### src/rtl/mem_port_arbiter_pkg.sv
// Shared types for the unified-memory port arbiter: FSM states, counter width
// and the latched request type.
package mem_arb_pkg;
    localparam int CNT_W = 4;

    typedef enum logic [2:0] {
        IDLE     = 3'd0,
        IF_ACC   = 3'd1,
        MEM_ACC  = 3'd2,
        DONE_IF  = 3'd3,
        DONE_MEM = 3'd4
    } state_e;

    typedef enum logic {
        RD = 1'b0,
        WR = 1'b1
    } req_type_e;
endpackage

### src/rtl/mem_port_arbiter_if.sv
// Requester, freeze and memory-side signals of the arbiter, bundled.
// The slave modport is the arbiter; master is the pipeline/memory side.
interface mem_port_arbiter_if #(
    parameter int ADDR_W = 32,
    parameter int DATA_W = 32
);
    logic              if_req;
    logic [ADDR_W-1:0] if_addr;
    logic [DATA_W-1:0] if_rdata;
    logic              if_ready;
    logic              mem_rd_req;
    logic              mem_wr_req;
    logic [ADDR_W-1:0] mem_addr;
    logic [DATA_W-1:0] mem_wdata;
    logic [DATA_W-1:0] mem_rdata;
    logic              mem_ready;
    logic              freeze_if;
    logic              freeze_pipe;
    logic [ADDR_W-1:0] ram_addr;
    logic [DATA_W-1:0] ram_wdata;
    logic              ram_we;
    logic              ram_oe;
    logic [DATA_W-1:0] ram_rdata;

    modport slave (
        input  if_req, if_addr, mem_rd_req, mem_wr_req, mem_addr, mem_wdata, ram_rdata,
        output if_rdata, if_ready, mem_rdata, mem_ready, freeze_if, freeze_pipe,
               ram_addr, ram_wdata, ram_we, ram_oe
    );

    modport master (
        output if_req, if_addr, mem_rd_req, mem_wr_req, mem_addr, mem_wdata, ram_rdata,
        input  if_rdata, if_ready, mem_rdata, mem_ready, freeze_if, freeze_pipe,
               ram_addr, ram_wdata, ram_we, ram_oe
    );
endinterface

### src/rtl/mem_port_arbiter_wait_state_counter.sv
// Wait-state counter: restarts at 0 on start, then counts up and parks at
// WAIT_CYCLES-1 with last held high until the next start.
module wait_state_counter
    import mem_arb_pkg::*;
#(
    parameter int WAIT_CYCLES = 4
) (
    input  logic             clk,
    input  logic             rst,
    input  logic             start,
    output logic             last,
    output logic [CNT_W-1:0] count
);
    localparam logic [CNT_W-1:0] LAST_V = CNT_W'(WAIT_CYCLES - 1);

    logic [CNT_W-1:0] count_q;

    always_ff @(posedge clk or negedge rst) begin
        if (!rst)          count_q <= '0;
        else if (start)    count_q <= '0;
        else if (!last)    count_q <= count_q + CNT_W'(1);
    end

    assign count = count_q;
    assign last  = (count_q == LAST_V);
endmodule

### src/rtl/mem_port_arbiter.sv
// Arbitrates the single-port unified memory between IF fetches and MEM
// loads/stores; MEM wins ties, and freezes stall the pipeline meanwhile.
module mem_port_arbiter
    import mem_arb_pkg::*;
#(
    parameter int ADDR_W      = 32,
    parameter int DATA_W      = 32,
    parameter int WAIT_CYCLES = 4
) (
    input logic              clk,
    input logic              rst,
    mem_port_arbiter_if.slave bus
);
    state_e            state_q, state_d;
    req_type_e         typ_q, typ_d;
    logic [ADDR_W-1:0] ram_addr_q;
    logic [DATA_W-1:0] ram_wdata_q, if_rdata_q, mem_rdata_q;
    logic              ram_we_q, ram_oe_q;
    logic              start, mem_gnt, last, acc_last, mem_ready;
    logic [CNT_W-1:0]  count;
    logic              unused_cnt;

    wait_state_counter #(.WAIT_CYCLES(WAIT_CYCLES)) u_wait (
        .clk   (clk),
        .rst   (rst),
        .start (start),
        .last  (last),
        .count (count)
    );
    assign unused_cnt = ^count;

    always_comb begin
        state_d = state_q;
        typ_d   = typ_q;
        start   = 1'b0;
        mem_gnt = 1'b0;
        case (state_q)
            IDLE: begin
                // MEM holds the older instruction, so it is served first
                if (bus.mem_rd_req || bus.mem_wr_req) begin
                    state_d = MEM_ACC;
                    typ_d   = bus.mem_wr_req ? WR : RD;
                    start   = 1'b1;
                    mem_gnt = 1'b1;
                end else if (bus.if_req) begin
                    state_d = IF_ACC;
                    typ_d   = RD;
                    start   = 1'b1;
                end
            end
            IF_ACC:  if (last) state_d = DONE_IF;
            MEM_ACC: if (last) state_d = DONE_MEM;
            default: state_d = IDLE;
        endcase
    end

    assign acc_last = ((state_q == IF_ACC) || (state_q == MEM_ACC)) && last;

    always_ff @(posedge clk or negedge rst) begin
        if (!rst) begin
            state_q     <= IDLE;
            typ_q       <= RD;
            ram_addr_q  <= '0;
            ram_wdata_q <= '0;
            ram_we_q    <= 1'b0;
            ram_oe_q    <= 1'b0;
            if_rdata_q  <= '0;
            mem_rdata_q <= '0;
        end else begin
            state_q <= state_d;
            typ_q   <= typ_d;
            // Memory-side controls are frozen at grant; requester wiggles are ignored
            if (start) begin
                ram_addr_q  <= mem_gnt ? bus.mem_addr : bus.if_addr;
                ram_wdata_q <= mem_gnt ? bus.mem_wdata : '0;
                ram_we_q    <= (typ_d == WR);
                ram_oe_q    <= (typ_d == RD);
            end else if (acc_last) begin
                ram_we_q <= 1'b0;
                ram_oe_q <= 1'b0;
            end
            if (state_q == IF_ACC && last)
                if_rdata_q <= bus.ram_rdata;
            if (state_q == MEM_ACC && last && typ_q == RD)
                mem_rdata_q <= bus.ram_rdata;
        end
    end

    assign mem_ready       = (state_q == DONE_MEM);
    assign bus.mem_ready   = mem_ready;
    assign bus.if_ready    = (state_q == DONE_IF);
    assign bus.if_rdata    = if_rdata_q;
    assign bus.mem_rdata   = mem_rdata_q;
    assign bus.ram_addr    = ram_addr_q;
    assign bus.ram_wdata   = ram_wdata_q;
    assign bus.ram_we      = ram_we_q;
    assign bus.ram_oe      = ram_oe_q;
    assign bus.freeze_pipe = (bus.mem_rd_req | bus.mem_wr_req) & ~mem_ready;
    assign bus.freeze_if   = bus.freeze_pipe | (bus.if_req & ~(state_q == DONE_IF));
endmodule

### src/flat_wrapper.sv
// flat-port wrapper written by rule: the top's interface ports become plain ports
module mem_port_arbiter_flat import mem_arb_pkg::*;
#(
    parameter int ADDR_W      = 32,
    parameter int DATA_W      = 32,
    parameter int WAIT_CYCLES = 4
)
  (clk, rst, bus_if_req, bus_if_addr, bus_mem_rd_req, bus_mem_wr_req, bus_mem_addr, bus_mem_wdata, bus_ram_rdata, bus_if_rdata, bus_if_ready, bus_mem_rdata, bus_mem_ready, bus_freeze_if, bus_freeze_pipe, bus_ram_addr, bus_ram_wdata, bus_ram_we, bus_ram_oe);
  mem_port_arbiter_if #(.ADDR_W(ADDR_W), .DATA_W(DATA_W)) bus_i ();
  input logic clk;
  input logic rst;
  input wire logic [$bits(bus_i.if_req)-1:0] bus_if_req;
  input wire logic [$bits(bus_i.if_addr)-1:0] bus_if_addr;
  input wire logic [$bits(bus_i.mem_rd_req)-1:0] bus_mem_rd_req;
  input wire logic [$bits(bus_i.mem_wr_req)-1:0] bus_mem_wr_req;
  input wire logic [$bits(bus_i.mem_addr)-1:0] bus_mem_addr;
  input wire logic [$bits(bus_i.mem_wdata)-1:0] bus_mem_wdata;
  input wire logic [$bits(bus_i.ram_rdata)-1:0] bus_ram_rdata;
  output wire logic [$bits(bus_i.if_rdata)-1:0] bus_if_rdata;
  output wire logic [$bits(bus_i.if_ready)-1:0] bus_if_ready;
  output wire logic [$bits(bus_i.mem_rdata)-1:0] bus_mem_rdata;
  output wire logic [$bits(bus_i.mem_ready)-1:0] bus_mem_ready;
  output wire logic [$bits(bus_i.freeze_if)-1:0] bus_freeze_if;
  output wire logic [$bits(bus_i.freeze_pipe)-1:0] bus_freeze_pipe;
  output wire logic [$bits(bus_i.ram_addr)-1:0] bus_ram_addr;
  output wire logic [$bits(bus_i.ram_wdata)-1:0] bus_ram_wdata;
  output wire logic [$bits(bus_i.ram_we)-1:0] bus_ram_we;
  output wire logic [$bits(bus_i.ram_oe)-1:0] bus_ram_oe;
  assign bus_i.if_req = bus_if_req;
  assign bus_i.if_addr = bus_if_addr;
  assign bus_i.mem_rd_req = bus_mem_rd_req;
  assign bus_i.mem_wr_req = bus_mem_wr_req;
  assign bus_i.mem_addr = bus_mem_addr;
  assign bus_i.mem_wdata = bus_mem_wdata;
  assign bus_i.ram_rdata = bus_ram_rdata;
  assign bus_if_rdata = bus_i.if_rdata;
  assign bus_if_ready = bus_i.if_ready;
  assign bus_mem_rdata = bus_i.mem_rdata;
  assign bus_mem_ready = bus_i.mem_ready;
  assign bus_freeze_if = bus_i.freeze_if;
  assign bus_freeze_pipe = bus_i.freeze_pipe;
  assign bus_ram_addr = bus_i.ram_addr;
  assign bus_ram_wdata = bus_i.ram_wdata;
  assign bus_ram_we = bus_i.ram_we;
  assign bus_ram_oe = bus_i.ram_oe;
  mem_port_arbiter #(.ADDR_W(ADDR_W), .DATA_W(DATA_W), .WAIT_CYCLES(WAIT_CYCLES)) u_core (.clk(clk), .rst(rst), .bus(bus_i));
endmodule
### config.mk
export PLATFORM = sky130hd
export DESIGN_NAME = mem_port_arbiter_flat
export DESIGN_NICKNAME = d
export VERILOG_FILES = /design/src/rtl/mem_port_arbiter_pkg.sv /design/src/rtl/mem_port_arbiter_if.sv /design/src/rtl/mem_port_arbiter_wait_state_counter.sv /design/src/rtl/mem_port_arbiter.sv /design/src/flat_wrapper.sv
export SDC_FILE = /design/constraint.sdc
export NUM_CORES = 1
export LEC_CHECK = 0
export BUFFER_PORTS_ARGS = -buffer_cell sky130_fd_sc_hd__buf_2
export CORE_UTILIZATION = 30
export DETAILED_ROUTE_END_ITERATION = 8
export PLACE_DENSITY_LB_ADDON = 0.25
export REMOVE_ABC_BUFFERS = 1
export SLEW_MARGIN = 15
export SYNTH_ARGS = -nofsm -noshare
export SYNTH_HDL_FRONTEND = slang
export SYNTH_SLANG_ARGS = --single-unit
### constraint.sdc
create_clock -name clk -period 2.45 [get_ports clk]
set_input_delay 0.245 -clock clk [delete_from_list [all_inputs] [get_ports clk]]
set_output_delay 0.245 -clock clk [all_outputs]
set_load 0.01 [all_outputs]
======== Yosys cells after proc, flatten, opt, wreduce, memory -nomap -nowiden ========
Index checks and enable logic that the tools add are counted.
operators by class
  $add $sub $neg .......................... 1
  eq/ne operators ......................... 9
  mux-type cells .......................... 21
  bitwise logic cells ..................... 8
  reductions and logical operators ........ 9
operator list
  operator               number
  $mux W32               2
  $mux W1                12
  $mux W3                4
  $pmux W3 S3            1
  $mux W4                2
  $eq A3 B2 Y1 const B   2
  $ne A2 B1 Y1 const B   3
  $add A4 B1 Y4 const B  1
  $eq A4 B2 Y1 const B   1
  $logic_and A1 B1 Y1    4
  $not A1 Y1             4
  $eq A3 B1 Y1 const B   1
  $eq A3 B3 Y1 const B   1
  $logic_not A3 Y1       1
  $ne A3 B2 Y1 const B   1
  $reduce_and A3 Y1      1
  $and A1 B1 Y1          2
  $logic_or A1 B1 Y1     2
  $or A1 B1 Y1           2
  $reduce_bool A2 Y1     1
word-level totals
  register bits ........................... 138
  bits of input ports ..................... 133
  output and inout bits ................... 134
  logic and storage cells ................. 57

======== Logic depth before layout (Yosys ltp) ========
  depth in word-level cells ............... 5
  gate-level depth with buffers ........... 6
  mapped depth without buffers ............ 4

======== Modules after synthesis ========
A second synthesis with hierarchy kept.
second synthesis, totals
  cells, all modules ...................... 373
  area, all modules ....................... 5,465.2 µm²
by module, submodules not included
  module              instances  cells each  area each (µm²)  seq. area each (µm²)
  mem_port_arbiter    1          354         5,240.0          3,353.2
  wait_state_counter  1          19          225.2            100.1

======== Worst setup path after synthesis ========
No wires, ideal clock.
  path type ............................... flip-flop to flip-flop
  start point ............................. register u_core.u_wait.count_q[0] (netlist: u_core.u_wait.count[0])
  end point ............................... register u_core.mem_rdata_q[10] (netlist: u_core.bus.mem_rdata[10])
  setup time .............................. 0.127 ns
  data arrival time ....................... 1.662 ns
  required time ........................... 2.323 ns
  slack ................................... 0.661 ns
  cell stages (with the launch flop) ...... 7
  buffers on the path ..................... 2
  period minus slack after synthesis ...... 1.789 ns
  path through ............................ dfrtp_1 -> ha_1 -> nor3b_4 -> and4b_1 -> buf_4 -> buf_6 -> mux2_1
between the ends
  longest elaborated chain between the ends .. 3
RTL lines
  item                              line                                       source
  start, declared                   mem_port_arbiter_wait_state_counter.sv:16  logic [CNT_W-1:0] count_q;
  start signal, assigned            mem_port_arbiter_wait_state_counter.sv:21  else if (!last) count_q <= count_q + CNT_W'(1);
  $eq A4 B2 Y1                      mem_port_arbiter_wait_state_counter.sv:25  assign last = (count_q == LAST_V);
  $logic_and A1 B1 Y1 (2 in a row)  mem_port_arbiter.sv:84                     if (state_q == MEM_ACC && last && typ_q == RD)
  end signal, assigned              mem_port_arbiter.sv:85                     mem_rdata_q <= bus.ram_rdata;
  end, declared                     mem_port_arbiter.sv:17                     logic [DATA_W-1:0] ram_wdata_q, if_rdata_q, mem_rdata_q;
Every way passes these cells.
A chain may end at the register's enable or synchronous reset.

======== Worst setup path after layout ========
  start point ............................. register u_core.state_q[2]
  end point ............................... register u_core.ram_wdata_q[6] (netlist: u_core.bus.ram_wdata[6])
between the ends
  longest elaborated chain between the ends .. 3
  elaborated cells between the ends (all ways) .. 4
  classes of those cells .................. mux: 3; reduce/logical: 1
RTL lines
  item                    line                    source
  start, declared         mem_port_arbiter.sv:14  state_e state_q, state_d;
  start signal, assigned  mem_port_arbiter.sv:70  state_q <= state_d;
  $logic_not A3 Y1 *      mem_port_arbiter.sv:37  case (state_q)
  $mux W1                 mem_port_arbiter.sv:37
  $mux W32                mem_port_arbiter.sv:75  ram_wdata_q <= mem_gnt ? bus.mem_wdata : '0;
  end signal, assigned    mem_port_arbiter.sv:75
  end, declared           mem_port_arbiter.sv:17
Every way passes the cells marked *; elsewhere a longest branch is shown, timed or not.

==> metrics <==
outcome=finished with violations; failing checks=design-rule violations; placed insts=between 900 and 1k; grt ovf=0; post-synthesis sequential area ratio=61.2%; Die Area=approximately 0.019 mm²; Max Clk Rate=slightly below 500 MHz; Crit path arrival time=between 2000 and 2500 ps; Post-DP HPWL=approximately 11 mm; worst clock skew=about 8.1 ps; residual DRC count=21; Crit. Startpoint=u_core.state_q[2]$_DFFE_PN0P_; clock-pin slew on the worst setup and hold paths=60 ps; DP Worst Slack=430 ps; antenna viol nets, final=0; layout cells sized above 1=between 40% and 50%; initial antenna violation count=1; M2 GR Usage=27.5%; yosys warns=0; Setup-failing EPs final=0; PwrDens=1240 mW/mm²; Area after DPL=roughly 0.0072 mm²; final hold slack=between 40 and 50 ps; GRT Util Overall=16.7%; synthesis-to-layout area growth=37.9%; share of power burned in registers=about two fifths; H-tree level count=4; setup ws final=approximately 430 ps; Clock Tree Root=clkbuf_16; Synth cell types=35; CTS Hold Buffers Added=1; worst reg2reg path startpoint=u_core.state_q[2]$_DFFE_PN0P_; Final Wtd Congestion=just under 0.8; crit share post-route=between 80% and 90%; fin cells=about 950; RSZ-0062 raised after global routing=no; P_sw=3.39 mW; CTS max path bufs=2; Clock Latency Late Sink=~400 ps; Filler Cell Count=roughly 1.8k; Crit Path Class=register to register; largest net degree at the start of global routing=69; CP startpoint kind=register; clock sink count=~140; slew margin rel.=a little over half; Iter 0 DRT Violations=roughly 240; Core Rows=between 40 and 50; predominant post-synthesis flop cell=dfrtp_1; drt total wl=roughly 16 mm; mapped cell area=0.00565 mm²; worst-path fanout max=32; vias in the first global route=a little under 5k; Post-synth EDFFs=0; synthesized flop and latch total=around 140; DR vias=4614; Comb pwr share=35.9%; max-cap viol count=0; area occupied by multi-input gates=~0.0020 mm²; Int Pwr=about 6.3 mW; vias per inst=about 5; Port Buffers=roughly 270; storage element area=approximately 0.0035 mm²; FF-to-FF path depth=4; io pins=267; gr busiest metal=met2; Worst setup EP type=register; post-layout util=approximately 43%; grt met1 use=roughly a fifth; async set-reset flop share out of synthesis=100%; Hold Path End=u_core.bus.ram_wdata[19]$_DFFE_PN0P_; Die X=139 µm; CTS tree=built; average routed wire per standard cell=about 17 µm; total CTS buffers=17; Reg2Reg Capture Point=u_core.bus.ram_wdata[6]$_DFFE_PN0P_; Synth Instances=~440; Net Sw Frac=between 30% and 40%; Clk pwr share=25.1%; first-pass iteration count of the detailed router=6; crit path time final=a little over 2000 ps; most frequent cells in the layout=buf_2, dfrtp_1, nor2_1, mux2_1; worst hold path type=primary input to register; Hold Fails Final Rpt=0; hold path start=bus_mem_wdata[19]; Die H=around 140 µm; worst vdd ir=0.000457 V; Final TNS setup=0 ps; Final Max Slew Viols=0; Pleak=roughly 3.8 nW; met3 Usage GRT=4.77%; CTS resizes=0; first-pass GRT wire length=roughly 25 mm; Worst R2R Setup Slack=approximately 430 ps; Final Cell Area=0.00779 mm²; most common cell after layout, fill and taps aside=buf_2; core footprint=~0.018 mm²; Pwr Total=roughly 9.7 mW; Least-Margin Pin Slew=around 690 ps; Total Nets Final=about 840; Mean Syn Cell Area=12.8 µm²; Initial Utilization=31.0%; postcts setup bufs=0; Hold Path Cell Cnt=2; Req. time, crit path=approximately 2800 ps
-- power groups by stage --
| stage | sequential (mW) | clock (mW) | combinational [mW] |
|---|---|---|---|
| 6_report | 3.76 | 2.43 | 3.46 |
| 5_1_grt | 3.89 | 2.63 | 3.80 |
| 3_3_place_gp | 3.76 | 0 | 3.43 |
| 3_5_place_dp | 3.79 | 0 | 3.54 |
| 4_1_cts | 3.77 | 2.52 | 3.53 |
| 2_1_floorplan | 4.18 | 0 | 1.45 |
-- worst max-delay path by stage --
stage                                                endpoint  slack, ps
after CTS                 u_core.bus.ram_wdata[6]$_DFFE_PN0P_        410
after detailed placement  u_core.bus.ram_wdata[6]$_DFFE_PN0P_        430
after floorplan            u_core.bus.ram_addr[0]$_DFFE_PN0P_       -110
final                     u_core.bus.ram_wdata[6]$_DFFE_PN0P_        430
after global routing                            bus_freeze_if        330
after global placement     u_core.bus.ram_addr[5]$_DFFE_PN0P_        510
-- kinds of logic after synthesis --
family	count (synthesis)	share of synthesized area, %
flops	138	61.2
xor+xnor	3	0.466
fa+ha+maj	1	0.222
mux	65	12.9
buf+inv	37	3.75
simple gates	60	5.41
compound gates	137	16.0
-- critical path, stage by stage, from the launching register on --
cell and delay [ps]:
dfrtp_1 500, or3_1 720, nor2_4 190, buf_4 330, a22o_1 200
-- Yosys cell counts, types with 2 or more instances --
cell,count,area (µm²)
buf_4,4,30.0
buf_6,6,67.6
clkbuf_1,17,63.8
xor2_1,3,26.3
dfrtp_1,138,3450
a22o_1,33,289
o31ai_1,32,240
o21ai_0,34,170
buf_2,10,50.1
nand3b_1,2,15.0
a21oi_1,34,170
mux2_2,24,270
nor2_1,40,150
nor3_1,4,20.0
mux2_1,40,450
-- cell type report --
type                            instances  area share (%)
Sequential cell                       138            44.3
Multi-Input combinational cell        266            25.7
Timing Repair Buffer                  282            19.1
Clock buffer                           19            5.69
Tap cell                              229            3.68
Clock inverter                         13            1.53
Antenna cell                            1          0.0321
-- sequential cells by signal (all words and copies together), names as in the netlist --
| register | flops |
|---|---|
| u_core.bus.if_rdata | 32 |
| u_core.bus.mem_rdata | 32 |
| u_core.bus.ram_addr | 32 |
| u_core.bus.ram_wdata | 32 |
| u_core.u_wait.count | 4 |
| u_core.state_q | 3 |
| u_core.bus.ram_oe | 1 |
| u_core.bus.ram_we | 1 |
| u_core.typ_q | 1 |
-- per-layer routing --
metal | up-vias | routed length (µm)
li1 | 2143 | -
met1 | 2221 | 6630
met4 | 0 | 267
met3 | 21 | 1200
met5 | - | 0
met2 | 229 | 7590
Power figures use the tool's default switching activity.
